===== config.mk =====
export PLATFORM = sky130hd
export DESIGN_NAME = serial_adder
export DESIGN_NICKNAME = d
export VERILOG_FILES = /design/src/rtl/serial_adder_pkg.sv /design/src/rtl/fa_cell.sv /design/src/rtl/serial_adder.sv
export SDC_FILE = /design/constraint.sdc
export NUM_CORES = 1
export LEC_CHECK = 0
export BUFFER_PORTS_ARGS = -buffer_cell sky130_fd_sc_hd__buf_2
export CORE_ASPECT_RATIO = 0.5
export CORE_MARGIN = 4
export CORE_UTILIZATION = 47
export DETAILED_ROUTE_END_ITERATION = 10
export GPL_TIMING_DRIVEN = 0
export HOLD_SLACK_MARGIN = 0.05
export PLACE_DENSITY = 0.69
export SETUP_SLACK_MARGIN = 0.1
export SLEW_MARGIN = 20
export SYNTH_ARGS = -nofsm -noshare
export SYNTH_HDL_FRONTEND = slang
export SYNTH_HIERARCHICAL = 1
export SYNTH_SLANG_ARGS = --single-unit

===== constraint.sdc =====
create_clock -name clk -period 2.1 [get_ports clk]
set_clock_uncertainty 0.05 [all_clocks]
set_input_delay 0.21 -clock clk [delete_from_list [all_inputs] [get_ports clk]]
set_output_delay 0.21 -clock clk [all_outputs]
set_load 0.01 [all_outputs]

===== src/rtl/serial_adder_pkg.sv =====
// Shared types and helpers for the bit-serial adder/subtractor.
// Holds the FSM state encoding and the counter width helper.
package serial_adder_pkg;

    typedef enum logic [1:0] {
        IDLE = 2'd0,
        RUN  = 2'd1,
        DONE = 2'd2
    } state_t;

    function automatic int cnt_width(input int width);
        int w;
        w = $clog2(width);
        return (w < 1) ? 1 : w;
    endfunction

endpackage


===== src/rtl/fa_cell.sv =====
// Combinational one-bit full adder; the only arithmetic in the serial adder.
module fa_cell (
    input  logic a,
    input  logic b,
    input  logic cin,
    output logic sum,
    output logic carry
);

    assign sum   = a ^ b ^ cin;
    assign carry = (a & b) | (cin & (a ^ b));

endmodule


===== src/rtl/serial_adder.sv =====
// Bit-serial add/subtract of two WIDTH-bit operands, LSB first, one bit per clock.
// Results are registered on entry to DONE and held until the next completion.
module serial_adder
    import serial_adder_pkg::*;
#(
    parameter int WIDTH = 8
) (
    input  logic             clk,
    input  logic             rst_n,
    input  logic             start,
    input  logic             sub,
    input  logic [WIDTH-1:0] a,
    input  logic [WIDTH-1:0] b,
    input  logic             cin,
    output logic             busy,
    output logic             done,
    output logic [WIDTH-1:0] sum,
    output logic             cout,
    output logic             ovf
);

    localparam int CNT_W = cnt_width(WIDTH);
    localparam logic [CNT_W-1:0] CNT_LAST = CNT_W'(WIDTH - 1);

    state_t           state;
    state_t           state_nxt;
    logic [WIDTH-1:0] a_sh;
    logic [WIDTH-1:0] b_sh;
    logic [WIDTH-1:0] sum_sh;
    logic [WIDTH-1:0] sum_r;
    logic [CNT_W-1:0] cnt;
    logic             carry;
    logic             cout_r;
    logic             ovf_r;
    logic             cell_sum;
    logic             cell_carry;
    logic             accept;
    logic             last_bit;

    fa_cell u_fa_cell (
        .a     (a_sh[0]),
        .b     (b_sh[0]),
        .cin   (carry),
        .sum   (cell_sum),
        .carry (cell_carry)
    );

    // DONE accepts a new request just like IDLE, giving back-to-back operation.
    assign accept   = start && ((state == IDLE) || (state == DONE));
    assign last_bit = (state == RUN) && (cnt == CNT_LAST);

    always_ff @(posedge clk or negedge rst_n) begin
        if (!rst_n) begin
            state <= IDLE;
        end else begin
            state <= state_nxt;
        end
    end

    always_comb begin
        state_nxt = state;
        unique case (state)
            IDLE: if (start) state_nxt = RUN;
            RUN:  if (cnt == CNT_LAST) state_nxt = DONE;
            DONE: state_nxt = start ? RUN : IDLE;
            default: state_nxt = IDLE;
        endcase
    end

    always_comb begin
        busy = 1'b0;
        done = 1'b0;
        unique case (state)
            RUN:  busy = 1'b1;
            DONE: done = 1'b1;
            default: ;
        endcase
    end

    // Subtraction is a + ~b + 1: invert b at capture and force the initial carry.
    always_ff @(posedge clk or negedge rst_n) begin
        if (!rst_n) begin
            a_sh   <= '0;
            b_sh   <= '0;
            sum_sh <= '0;
            carry  <= 1'b0;
            cnt    <= '0;
        end else if (accept) begin
            a_sh   <= a;
            b_sh   <= sub ? ~b : b;
            sum_sh <= '0;
            carry  <= sub ? 1'b1 : cin;
            cnt    <= '0;
        end else if (state == RUN) begin
            a_sh   <= {1'b0, a_sh[WIDTH-1:1]};
            b_sh   <= {1'b0, b_sh[WIDTH-1:1]};
            sum_sh <= {cell_sum, sum_sh[WIDTH-1:1]};
            carry  <= cell_carry;
            cnt    <= last_bit ? '0 : cnt + CNT_W'(1);
        end
    end

    // On the MSB edge the carry flop holds the carry into the MSB.
    always_ff @(posedge clk or negedge rst_n) begin
        if (!rst_n) begin
            sum_r  <= '0;
            cout_r <= 1'b0;
            ovf_r  <= 1'b0;
        end else if (last_bit) begin
            sum_r  <= {cell_sum, sum_sh[WIDTH-1:1]};
            cout_r <= cell_carry;
            ovf_r  <= carry ^ cell_carry;
        end
    end

    assign sum  = sum_r;
    assign cout = cout_r;
    assign ovf  = ovf_r;

endmodule


==> run summary, run 1 <==
via count - 1,243
Total Routing Usage GR - 0.158
Setup TNS Final - 0 ps
die height - 50.9 um
RSZ-0062 raised after global routing - no
CP endpoint kind - flip-flop
Post-synth EDFFs - 0
synth top area cells - dfrtp_1 56%, mux2_2 5.9%, nand2_1 5.4%
Syn Inst Count - 152
cell area after synthesis - 1730 um2
Final setup viols - 0
Hold Slack - 98.6 ps
Synth Flop Type - dfrtp_1
largest net degree at the start of global routing - 40
met1 usage - 0.210
final instance area - 2090 um2
Non-Filler Instances - 243
most common cell in the netlist - dfrtp_1
CTS Buf Count - 5
fin. max-slew vios - 0
Data arrival, critical path - 1900 ps
Core ar. - 3490 um2
#FFs+latches synth - 39
worst path required time - 2220 ps
first-pass GRT wire length - 5680 um
top-area cell type share of the netlist area - 0.565
power per cell area - 1530 nW/um2
drt first pass iters - 4
max-cap violations - 0
final WL - 3380 um
Antenna Cells - 0
# rows - 15
Pleak - 1.03 nW
cell taking the most area after synthesis - dfrtp_1
Syn Nets - 176
crit share post-route - 0.843
min Tclk post-route - 1770 ps
Worst Tran Pin Value - 874 ps
WL per Instance - 13.9 um
Die Wd - 93.8 um
highest fanout seen on the critical path - 10
r2r worst-path depth - 5
Netlist cell types - 28
Setup Crit Path Kind - reg -> reg
Total Power - 3.20 mW
share of cells above drive strength 1 - 0.318
relative slew slack - 0.418
P&R area growth vs syn - 21.1%
antenna viol nets, final - 0
grt ovf - 0
met2 usage - 0.247
Worst Hold Depth - 3
initial antenna violation count - 0
Clock transition at path regs - 80 ps
multi-input logic area - 654 um2
synthesized area per cell - 11.4 um2
fin nets - 215
highest clock rate - 565 MHz
vias per cell - 5.12
fin worst setup slack - 329 ps
vias in the first global route - 1,176
htree depth - 2
Initial Util - 0.495
buffer count from post-CTS setup fixing - 0
worst hold-check path type - in -> reg
Buffers on Ports - 31
Top Usage Layer GRT - met2
gp weighted congestion - 0.760
CTS tree - built
synth cell count leaders - 39 x dfrtp_1, 25 x nand2_1, 14 x nor2_1
clk_lat worst skew - 290 ps
dpl cell area - 1950 um2
status - completed
FF/Latch Area - 976 um2
io pins - 33
Iter 0 DRT Violations - 77
Max Root-Sink Buffers - 2
register area share after synthesis - 0.565
DP Cell Count - 234
Setup WS pre-CTS - 325 ps
CTS root buffer - clkbuf_8
# clock sinks - 39
dpl hpwl - 2320 um
GRT met3 Usage - 0.0485
asr flop ratio synth - 1.00
CP startpoint kind - flip-flop
Hold Violations, Final - 0
Ys Warns - 6
DR DRC count - 0
die area - 4770 um2
Final Core Density - 0.600
Max IR drop VDD - 0.000488 V
Fill cells - 308
what timing repair did:
action	4_1_cts	5_1_grt
gates resized for setup	0	0
hold endpoints to repair	39	0
hold buffers	1	0
cell type report:
type                       count  area share
inverter                       3     0.00777
multi-input combinational     99       0.313
timing repair buffer          32      0.0789
tap                           51      0.0305
clock buffer                   5      0.0329
sequential                    39       0.466
clock inverter                 3      0.0323
buffer                        11      0.0389
cell usage in the layout, fill, tap and decap left out, types with 5 or more instances in the layout:
master	synthesis	final
nor2_1	14	14
mux2_2	9	9
nand2_1	25	25
dfrtp_1	39	39
buf_2	5	36
xor2_1	6	6
clkbuf_8	0	5
a22o_1	9	9
a31oi_1	10	10
report_power, final:
| group | internal, mW | switching (mW) |
|---|---|---|
| Sequential | 1.08 | 0.196 |
| Combinational | 0.577 | 0.598 |
| Clock | 0.474 | 0.269 |
critical path, stage by stage, from the launching register on:
cell,delay [ps]
dfrtp_1,410
ha_1,210
ha_1,220
nand3b_1,150
buf_2,260
mux2_2,360
sequential cells by signal (all words and copies together) (netlist names):
signal / count
sum_sh: 7
cout: 1
b_sh: 8
ovf: 1
state: 2
cnt: 3
a_sh: 8
carry: 1
sum: 8
per-layer routing:
| metal | up-vias | part of all wire |
|---|---|---|
| met3 | 5 | 0.041 |
| li1 | 599 | - |
| met5 | - | 0 |
| met1 | 615 | 0.48 |
| met4 | 0 | 0.012 |
| met2 | 24 | 0.47 |
final timing paths:
| path | start | slack [ps] | endpoint |
|---|---|---|---|
| setup / recovery | cnt[0]$_DFFE_PN0P_ | 330 | sum[7]$_DFFE_PN0P_ |
| hold / removal | a[0] | 100 | a_sh[0]$_DFFE_PN0P_ |
| setup reg to reg | cnt[0]$_DFFE_PN0P_ | 330 | sum[7]$_DFFE_PN0P_ |
| hold reg to reg | ovf$_DFFE_PN0P_ | 430 | ovf$_DFFE_PN0P_ |
| max in group asynchronous | rst_n | 930 | a_sh[0]$_DFFE_PN0P_ |
| min in group asynchronous | rst_n | 520 | sum_sh[1]$_DFFE_PN0P_ |
cell families (layout without fill, tap and decap cells):
family	Yosys count	in the layout	share of synthesized area
AOI/OAI and AO/OA	29	29	0.125
DFF	39	39	0.565
xor gates and xnor gates	9	9	0.0456
adders and majority gates	3	3	0.0261
muxes	9	9	0.0587
and+or+nand+nor	49	49	0.123
buffers and inverters	14	54	0.0565
No activity file was read; power rests on OpenSTA's default activity.
==> run 2, diff against run 1 <==
Clock period 2.1 ns to 1.75 ns, I/O delays scaled along.
==> run 2 against run 1 <==
Against the previous run:
- flip-flop and latch count is the same
- critical path depth unchanged
- largest power group unchanged
- wire length grew 3.0%
- first-iteration DRC count stayed put
==> run summary, run 2 (synthesis gave the netlist of run 1 again) <==
Buffers on Ports - 31
WL per Instance - 14.0 um
relative slew slack - 0.430
final WL - 3480 um
worst hold start - a[0]
Setup TNS Final - 0 ps
clk_lat worst skew - 290 ps
dpl hpwl - 2320 um
initial antenna violation count - 0
CTS root buffer - clkbuf_8
RSZ-0062 raised after global routing - no
fin nets - 220
antenna viol nets, final - 0
grt ovf - 0
CP startpoint kind - flip-flop
min Tclk post-route - 1590 ps
highest fanout seen on the critical path - 10
dpl cell area - 1950 um2
via count - 1,245
drt first pass iters - 4
status - completed
gp weighted congestion - 0.760
Max Root-Sink Buffers - 2
CP endpoint kind - primary output
Worst Tran Pin Value - 855 ps
Hold Violations, Final - 0
highest clock rate - 630 MHz
max-cap violations - 0
# clock sinks - 39
final instance area - 2160 um2
Final setup viols - 0
Core ar. - 3490 um2
first-pass GRT wire length - 5660 um
Antenna Cells - 0
# rows - 15
CTS tree - built
P&R area growth vs syn - 24.9%
Iter 0 DRT Violations - 77
largest net degree at the start of global routing - 40
Total Routing Usage GR - 0.158
CTS Buf Count - 5
Initial Util - 0.495
worst hold-check path type - in -> reg
Clock transition at path regs - 80 ps
Pleak - 1.05 nW
vias in the first global route - 1,175
worst setup path start - state[1]$_DFFE_PN0P_
share of cells above drive strength 1 - 0.340
worst path required time - 1520 ps
r2r startpoint - cnt[0]$_DFFE_PN0P_
DR DRC count - 0
vias per cell - 5.02
Data arrival, critical path - 1360 ps
most common cell after layout, fill and taps aside - dfrtp_1
die height - 50.9 um
fin. max-slew vios - 0
crit share post-route - 0.906
io pins - 33
Die Wd - 93.8 um
Setup Crit Path Kind - reg -> out
htree depth - 2
most frequent cells in the layout - 39 x dfrtp_1, 35 x buf_2, 25 x nand2_1
die area - 4770 um2
power per cell area - 1810 nW/um2
Max IR drop VDD - 0.000596 V
==> run 2: path summary, 6_finish.rpt <==
check | to | cells past startpoint | slack, ps
worst max register to register | sum[7]$_DFFE_PN0P_ | 5 | 180
max in group asynchronous | a_sh[0]$_DFFE_PN0P_ | 2 | 630
worst max-delay path | busy | 5 | 160
worst min-delay path | a_sh[0]$_DFFE_PN0P_ | 3 | 60
min in group asynchronous | sum_sh[1]$_DFFE_PN0P_ | 2 | 480
worst min register to register | ovf$_DFFE_PN0P_ | 2 | 430
==> run 2: cell type report <==
| class | instances | area [um2] |
|---|---|---|
| clock buffers | 5 | 68.8 |
| well taps | 51 | 63.8 |
| clock inverters | 3 | 67.6 |
| repair buffers | 37 | 209 |
| multi-input cells | 99 | 669 |
| plain buffers | 11 | 87.6 |
| flip-flops and latches | 39 | 976 |
| fillers | 299 | 1330 |
| inverters | 3 | 16.3 |
==> run 2: metrics by stage <==
stage | total power, mW | cells | hold slack, ps | util | worst slack (ps)
after global routing | 4.19 | 248 | 63.5 | 0.618 | 106
after floorplan | 2.55 | 152 | -171 | - | 144
after detailed placement | 2.97 | 234 | 284 | 0.558 | -25.2
final | 3.90 | 248 | 64.2 | 0.618 | 164
after global placement | 2.91 | 234 | 283 | 0.558 | 3.79
after CTS | 3.89 | 244 | 52.6 | 0.604 | 109
==> run 2: routing by layer <==
layer	share of wire	track usage	vias to the layer above
met1	0.47	0.210	606
li1	-	-	607
met5	0	0	-
met2	0.47	0.246	27
met4	0.012	0.0576	0
met3	0.050	0.0485	5
==> run 2: critical path: stages, from the launching register on <==
cell,delay [ps]
dfrtp_1,400
nand2b_1,160
buf_6,150
inv_6,90
buf_6,140
buf_2,130
==> run 2: repair_timing <==
action | 4_1_cts | 5_1_grt
buffers inserted | 1 | 2
hold buffers | 1 | 1
endpoints found under the setup margin | 7 | 7
cloned | 0 | 1
resized for setup | 2 | 5
endpoints found under the hold margin | 39 | 1
==> run 2: where the power goes <==
part	leakage, nW	internal (mW)	switching, mW
Combinational	0.494	0.737	0.738
Sequential	0.491	1.30	0.239
Clock	0.0644	0.569	0.319
Total	1.05	2.61	1.30
==> run 3, diff against run 2 <==
Settings changed: ABC_AREA set to 1, CTS_CLUSTER_SIZE set to 8.
==> run 3 against run 2 <==
Against the previous run:
- wire length up 9.3%
- critical path type is now reg -> reg
- largest power group unchanged
- largest cell class unchanged
- first-iteration DRC count down 9.1%
- sequential power about the same
- register-to-register slack better by 40 ps
==> run summary, run 3 <==
most common cell in the netlist - nand2_1
relative slew slack - 0.416
status - completed
CP startpoint kind - flip-flop
Netlist cell types - 19
r2r startpoint - cnt[0]$_DFFE_PN0P_
stages on the worst setup path - 6
Pleak - 1.25 nW
Max IR drop VDD - 0.000635 V
antenna viol nets, final - 0
CTS tree - built
Setup TNS Final - 0 ps
net switching power - 1.43 mW
CTS Buf Count - 5
vias per cell - 4.90
vias in the first global route - 1,584
CTS root buffer - clkbuf_8
Synth Flop Type - dfrtp_1
die area - 5100 um2
fin worst setup slack - 216 ps
DP Cell Count - 322
switch share - 0.392
sequential power share - 0.426
Worst Tran Pin Value - 875 ps
Worst Hold Depth - 3
worst setup path end - ovf$_DFFE_PN0P_
dpl hpwl - 2670 um
# rows - 15
fin nets - 304
Top delay family on crit path - adder cells
highest fanout seen on the critical path - 10
Internal - 2.22 mW
Ys Warns - 6
final WL - 3800 um
clock share of power - 0.168
most common cell after layout, fill and taps aside - nand2_1
top-area cell type share of the netlist area - 0.524
highest clock rate - 652 MHz
io pins - 33
worst flop-to-flop path endpoint - ovf$_DFFE_PN0P_
max-cap violations - 0
crit-path cells - ha_1 > ha_1 > nand2_2 > buf_2 > nand2_1 > nand2_1
Fill cells - 354
first-pass GRT wire length - 6850 um
Logic pwr share - 0.406
slowest CP cell - dfrtp_1
Post-synth EDFFs - 0
Data arrival, critical path - 1720 ps
Total Routing Usage GR - 0.173
share of cells above drive strength 1 - 0.193
drt first pass iters - 4
register area share after synthesis - 0.524
RSZ-0062 raised after global routing - no
Syn Nets - 263
synth top area cells - dfrtp_1 52%, nand2_1 22%, nand3_1 7.0%
min Tclk post-route - 1530 ps
initial antenna violation count - 0
Non-Filler Instances - 331
htree depth - 2
buffer count from post-CTS setup fixing - 0
WL per Instance - 11.5 um
Initial Util - 0.514
crit share post-route - 0.877
Iter 0 DRT Violations - 70
asr flop ratio synth - 1.00
Final setup viols - 0
Die Wd - 97.0 um
Core ar. - 3620 um2
cell taking the most area after synthesis - dfrtp_1
CP bufs+invs - 1
Setup Crit Path Kind - reg -> reg
fin. max-slew vios - 0
clk_lat worst skew - 290 ps
Antenna Cells - 0
grt ovf - 0
CP endpoint kind - flip-flop
P&R area growth vs syn - 18.1%
worst hold-check path type - in -> reg
r2r worst-path depth - 6
worst setup path start - cnt[0]$_DFFE_PN0P_
most frequent cells in the layout - 107 x nand2_1, 38 x dfrtp_1, 34 x buf_2
power per cell area - 1660 nW/um2
slowest stage delay, CP - 400 ps
Worst R2R Setup Slack - 220 ps
Final Core Density - 0.608
Hold Violations, Final - 0
Max Root-Sink Buffers - 2
gp weighted congestion - 0.774
synthesized area per cell - 7.80 um2
worst path required time - 1930 ps
largest net degree at the start of global routing - 40
via count - 1,622
DR DRC count - 0
Clock transition at path regs - 70 ps
# clock sinks - 39
cell area after synthesis - 1860 um2
Setup WS pre-CTS - 248 ps
synth cell count leaders - 107 x nand2_1, 39 x dfrtp_1, 26 x nand3_1
#FFs+latches synth - 39
Buffers on Ports - 32
die height - 52.5 um
Syn Inst Count - 239
-- run 3: layout make-up --
cell class / instances / area [um2] / share of cell area
buffer: 8 / 50.0 / 0.0227
clock buffer: 6 / 82.6 / 0.0375
clock inverter: 1 / 5.00 / 0.00227
inverter: 27 / 101 / 0.0460
multi-input combinational: 165 / 741 / 0.337
sequential: 39 / 977 / 0.444
tap: 51 / 63.8 / 0.0290
timing repair buffer: 34 / 180 / 0.0819
-- run 3: timing repair --
action,4_1_cts,5_1_grt
setup endpoints to repair,1,2
hold buffers,2,0
resized for setup,1,4
hold endpoints to repair,40,0
-- run 3: tightest hold or removal path, delay by kind of cell --
family,cells,cell delay (ps)
buf+inv,1,80
simple gates,1,70
compound gates,1,60
-- run 3: cell families after synthesis --
| logic type | count (synthesis) | synth area share |
|---|---|---|
| fa+ha+maj | 3 | 0.0242 |
| compound gates | 16 | 0.0430 |
| flops | 39 | 0.524 |
| xor+xnor | 1 | 0.00470 |
| simple gates | 145 | 0.326 |
| buf+inv | 35 | 0.0786 |
-- run 3: through the flow --
stage          power [mW]  hold slack, ps  instance area (um2)
2_1_floorplan        2.61            -171                 1860
3_3_place_gp         3.00             283                 2090
3_5_place_dp         3.05             301                 2090
4_1_cts              3.68            60.9                 2200
5_1_grt              4.01            74.1                 2200
6_report             3.65            72.2                 2200
-- run 3: power groups by stage --
stage                     Sequential [mW]  Clock [mW]  Combinational [mW]
after global routing                 1.62       0.675                1.72
after floorplan                      1.59           0                1.02
after CTS                            1.55       0.633                1.50
after global placement               1.55           0                1.45
after detailed placement             1.56           0                1.49
final                                1.56       0.612                1.48
-- run 3: how the worst min path moves through the flow --
stage / startpoint / end / slack (ps)
finish: cin / carry$_DFFE_PN0P_ / 70
global route: a[3] / a_sh[3]$_DFFE_PN0P_ / 70
CTS: cin / carry$_DFFE_PN0P_ / 60
detailed placement: rst_n / b_sh[6]$_DFFE_PN0P_ / 300
global placement: rst_n / b_sh[7]$_DFFE_PN0P_ / 280
floorplan: rst_n / a_sh[0]$_DFFE_PN0P_ / -170
-- run 3: routing by layer --
layer,vias to the layer above,global-route usage,share of wire,routed length (um)
li1,819,-,-,-
met1,757,0.218,0.50,1890
met2,39,0.289,0.44,1660
met3,7,0.0452,0.051,192
met4,0,0.0699,0.016,60
met5,-,0,0,0
